## src/rtl/fmap_writer.sv

```systemverilog
// Feature-map writeback engine: requantizes a raster stream of signed accumulators
// to int8 and issues one registered memory write per pixel, plane by plane.
module fmap_writer #(
  parameter int W     = 14,
  parameter int H     = 14,
  parameter int CH    = 16,
  parameter int AW    = 16,
  parameter int SHIFT = 4,
  parameter int RELU  = 1
) (
  input  logic          clk,
  input  logic          rst,
  input  logic          start,
  input  logic          in_valid,
  input  logic [AW-1:0] in_data,
  output logic          in_ready,
  output logic          wr_en,
  output logic [4:0]    wr_ch,
  output logic [7:0]    wr_addr,
  output logic [7:0]    wr_data,
  output logic [4:0]    row,
  output logic [4:0]    col,
  output logic [4:0]    channel,
  output logic          busy,
  output logic          done,
  output logic [1:0]    state_dbg
);

  // Handshake: a pixel is transferred on every rising edge where in_valid & in_ready;
  // in_ready depends only on state, never on in_valid.
  typedef enum logic [1:0] {S_IDLE, S_RUN, S_DONE} state_t;

  localparam logic signed [AW-1:0] QMAX = AW'(127);
  localparam logic signed [AW-1:0] QMIN = AW'(-128);

  state_t      state_q, state_d;
  logic [4:0]  col_q, col_d, row_q, row_d, ch_q, ch_d;
  logic        wr_en_q, wr_en_d;
  logic [4:0]  wr_ch_q, wr_ch_d;
  logic [7:0]  wr_addr_q, wr_addr_d;
  logic [7:0]  wr_data_q, wr_data_d;
  logic        hs;

  logic signed [AW-1:0] q_shr, q_cl;
  logic [7:0]           q8;

  // Floor-shift, optional ReLU, then saturate into int8.
  always_comb begin
    q_shr = $signed(in_data) >>> SHIFT;
    q_cl  = q_shr;
    if (RELU != 0 && q_shr < 0) q_cl = '0;
    if (q_cl > QMAX)      q8 = 8'h7f;
    else if (q_cl < QMIN) q8 = 8'h80;
    else                  q8 = q_cl[7:0];
  end

  assign hs = in_valid && (state_q == S_RUN);

  always_comb begin
    state_d   = state_q;
    col_d     = col_q;
    row_d     = row_q;
    ch_d      = ch_q;
    wr_en_d   = 1'b0;
    wr_ch_d   = wr_ch_q;
    wr_addr_d = wr_addr_q;
    wr_data_d = wr_data_q;
    case (state_q)
      S_IDLE: begin
        if (start) state_d = S_RUN;
      end
      S_RUN: begin
        if (hs) begin
          wr_en_d   = 1'b1;
          wr_ch_d   = ch_q;
          wr_addr_d = 8'(row_q) * 8'(W) + 8'(col_q);
          wr_data_d = q8;
          if (col_q == 5'(W-1)) begin
            col_d = '0;
            if (row_q == 5'(H-1)) begin
              row_d = '0;
              if (ch_q == 5'(CH-1)) begin
                ch_d    = '0;
                state_d = S_DONE;
              end else begin
                ch_d = ch_q + 5'd1;
              end
            end else begin
              row_d = row_q + 5'd1;
            end
          end else begin
            col_d = col_q + 5'd1;
          end
        end
      end
      S_DONE: begin
        state_d = S_IDLE;
      end
      default: state_d = S_IDLE;
    endcase
  end

  always_ff @(posedge clk or posedge rst) begin
    if (rst) begin
      state_q   <= S_IDLE;
      col_q     <= '0;
      row_q     <= '0;
      ch_q      <= '0;
      wr_en_q   <= 1'b0;
      wr_ch_q   <= '0;
      wr_addr_q <= '0;
      wr_data_q <= '0;
    end else begin
      state_q   <= state_d;
      col_q     <= col_d;
      row_q     <= row_d;
      ch_q      <= ch_d;
      wr_en_q   <= wr_en_d;
      wr_ch_q   <= wr_ch_d;
      wr_addr_q <= wr_addr_d;
      wr_data_q <= wr_data_d;
    end
  end

  assign in_ready  = (state_q == S_RUN);
  assign busy      = (state_q != S_IDLE);
  assign done      = (state_q == S_DONE);
  assign state_dbg = state_q;
  assign wr_en     = wr_en_q;
  assign wr_ch     = wr_ch_q;
  assign wr_addr   = wr_addr_q;
  assign wr_data   = wr_data_q;
  assign row       = row_q;
  assign col       = col_q;
  assign channel   = ch_q;

endmodule

```

## config.mk

```make
export PLATFORM = sky130hd
export DESIGN_NAME = fmap_writer
export DESIGN_NICKNAME = d
export VERILOG_FILES = /design/src/rtl/fmap_writer.sv
export SDC_FILE = /design/constraint.sdc
export NUM_CORES = 1
export LEC_CHECK = 0
export BUFFER_PORTS_ARGS = -buffer_cell sky130_fd_sc_hd__buf_2
export CAP_MARGIN = 20
export CELL_PAD_IN_SITES_DETAIL_PLACEMENT = 2
export CELL_PAD_IN_SITES_GLOBAL_PLACEMENT = 2
export CORE_MARGIN = 2
export CORE_UTILIZATION = 28
export CTS_CLUSTER_SIZE = 28
export DETAILED_ROUTE_END_ITERATION = 6
export MAX_ROUTING_LAYER = met4
export PLACE_DENSITY = 0.79
export SLEW_MARGIN = 20
export SYNTH_ARGS = -nofsm -noshare
export SYNTH_HDL_FRONTEND = slang
export SYNTH_SLANG_ARGS = --single-unit
```

## constraint.sdc

```tcl
create_clock -name clk -period 2.35 [get_ports clk]
set_input_delay 0.3525 -clock clk [delete_from_list [all_inputs] [get_ports clk]]
set_output_delay 0.3525 -clock clk [all_outputs]
set_load 0.1 [all_outputs]
```

==> results.py <==
metrics = {
    "status": {
        "status": "finished with violations",
        "violations": "negative setup slack",
    },
    "finish": {
        "drive_gt1_frac": 0.367,
        "fillers": 827,
        "seq_area_um2": 988,
        "diodes": 0,
        "area_delta_synth_final_pct": 34.7,
        "multiInputGateArea_um2": 1180,
        "final_nets": 341,
        "final-instance-count-excl-fill": 399,
    },
    "global_routing": {
        "grt_pass1_wl_mm": 11.0,
        "grt_max_degree": 37,
        "grt_usage": 0.169,
        "grt_remaining_overflow": 0,
        "grt_pass1_vias": 2156,
        "antenna_found_initial": 0,
    },
    "detailed_routing": {
        "detailroute.via_count": 1887,
        "postRouteAntennaNets": 0,
        "firstDrtPassIters": 4,
        "wl_mm": 6.23,
        "drt-initial-drc-count": 49,
        "drc": 0,
        "via_per_inst": 4.73,
        "wl_per_cell_um": 15.6,
    },
    "critical_path": {
        "max_stage_delay_ns": 0.55,
        "cp_cell_sequence": "fa_1 -> ha_2 -> fa_1 -> ha_4 -> o21ai_4 -> o21bai_4 -> a211oi_2 -> nand2b_1 -> o21ai_1",
        "worstSetupPathType": "register to register",
        "cp-startpoint": "row[2]",
        "critPathCaptureType": "register",
        "r2r_end": "wr_addr[6]",
        "worstSetupStartpointType": "register",
        "crit_end": "wr_addr[6]",
        "r2r-start": "row[2]",
        "ff2ff_setup_slack_ns": -0.29,
        "slowest_stage": "fa_1",
        "r2r_cells": 9,
        "path_common_cell": "fa_1",
        "cp_max_fo": 3,
        "crit_required_ns": 2.52,
        "arrival_ns": 2.81,
    },
    "floorplan": {
        "core_area_um2": 7330,
        "die_area_um2": 8400,
        "dieHeight_um": 91.7,
        "top_level_ports": 62,
        "initial_core_util": 0.294,
        "num_rows": 31,
        "die_x_um": 91.7,
    },
    "logic_synthesis": {
        "synth_ff_type": "dfrtp_1",
        "synth_area_um2": 2150,
        "synth_area_leader_cell": "dfrtp_1",
        "synthArstFlopShare": 1.00,
        "ys_seq_area_frac": 0.453,
        "synthCells": 219,
        "yosysUniqueCellTypes": 38,
        "synth.top_cells.by_area": "dfrtp_1, ha_1, nand2_1, fa_1, o21ai_0",
        "synthMuxAreaShare": 0.00523,
        "synth_compound_area_frac": 0.129,
        "synth_edf_count": 0,
        "synth_adder_area_share": 0.149,
        "synthDominantCellAreaShare": 0.453,
        "synth.most_common_cell": "nand2_1",
        "synth_simple_gate_area_frac": 0.210,
        "ys_seq_elements": 39,
        "synth_common_cells": "nand2_1, dfrtp_1, o21ai_0",
        "synth_fp_nets": 261,
        "yosys_warnings": 0,
        "synth_top_family_by_area": "simple AND/OR/NAND/NOR gates",
        "syn_avg_cell_area_um2": 9.83,
        "synth_xor_area_frac": 0.0244,
    },
    "sta": {
        "fmax_mhz": 378,
        "final-setup-viol-count": 4,
        "relSlewSlack": 0.509,
        "rsz0062_at_grt": "yes",
        "worstMarginPinSlew_ns": 0.736,
        "min_period_ns": 2.64,
        "fin_skew_ns": 0.00644,
        "timing.final.crit_share": 1.13,
        "worst_slack_ns": -0.295,
        "finalMaxSlewViolations": 0,
        "hold_violations": 0,
    },
    "place": {
        "dpl.hpwl_mm": 4.70,
        "placed_cells": 388,
        "pre_cts_ws_ns": -0.404,
        "gp_congestion": 0.737,
        "io_buffers": 57,
    },
    "clock_tree": {
        "cts.sinks": 39,
        "cts_root_buf": "clkbuf_8",
        "ctsHoldBuffers": 0,
        "cts_tree": "built",
        "cts_buffers": 5,
        "cts.path.max_buffers": 2,
        "cts_max_level": 2,
        "clk_pin_slew_ns": 0.08,
        "clock_latency_ns": 0.29,
    },
    "worst_hold_path": {
        "hold_path.class": "input port to asynchronous set/reset pin",
    },
    "job": {
        "cap_violations": 0,
    },
}
sequential cells by signal (all words and copies together), names as in the netlist:
signal / flops
row: 5
wr_data: 8
wr_en: 1
state_dbg: 2
wr_ch: 5
channel: 5
col: 5
wr_addr: 8
stage by stage:
stage	util	hold slack (ns)	area (µm²)	setup TNS, ns
6_report	0.395	0.174	2900	-0.996
5_1_grt	0.395	0.246	2900	-1.47
4_1_cts	0.390	0.214	2860	-1.18
3_5_place_dp	0.371	0.457	2720	-1.15
3_3_place_gp	0.371	0.454	2720	-0.761
2_1_floorplan	-	0.449	2190	-1.05
metal layers:
metal  global-route usage  vias up  part of all wire
li1                     -      906                 -
met3               0.0205        5             0.031
met4               0.0530        0             0.014
met2                0.296       32              0.53
met5                    -        -                 0
met1                0.203      944              0.42
critical path, delay by kind of cell (launching register included):
family	cells	cell delay [ns]
compound gates	4	0.42
simple gates	1	0.13
flops	1	0.51
fa+ha+maj	4	1.45
worst min path at each step:
stage | start | to | slack [ns] | cells past startpoint
6_report | rst | channel[2] | 0.17 | 2
5_1_grt | rst | channel[2] | 0.25 | 2
4_1_cts | rst | wr_ch[2] | 0.21 | 2
3_5_place_dp | wr_addr[0] | wr_addr[0] | 0.46 | 2
3_3_place_gp | wr_ch[2] | wr_ch[2] | 0.45 | 2
2_1_floorplan | in_data[15] | wr_data[0] | 0.45 | 1
cell type report:
class / instances / area share
inverters: 9 / 0.0117
flip-flops and latches: 39 / 0.341
clock inverters: 2 / 0.0121
clock buffers: 6 / 0.0285
multi-input cells: 165 / 0.407
repair buffers: 79 / 0.157
well taps: 99 / 0.0427
kinds of logic after synthesis:
family | after synthesis
compound gates | 45
xor+xnor | 6
fa+ha+maj | 22
buf+inv | 15
flops | 39
mux | 1
simple gates | 91
cells in the final DEF (no fill, tap or decap), types with 4 or more instances in the layout:
master	n
buf_2	57
nand2_1	49
dfrtp_1	35
buf_4	21
o21ai_0	14
ha_1	13
nor2_1	11
nand3_1	10
inv_1	8
o31ai_1	8
fa_1	6
clkbuf_8	6
a21oi_1	5
xnor2_1	4
a21o_1	4
repair_timing:
item	4_1_cts	5_1_grt
resized for setup	4	5
setup buffers	2	1
setup endpoints to repair	4	4
pin swaps	10	8
Power is not shown: default switching activity piles up to over one toggle a cycle in this logic, so the estimate is an artifact.
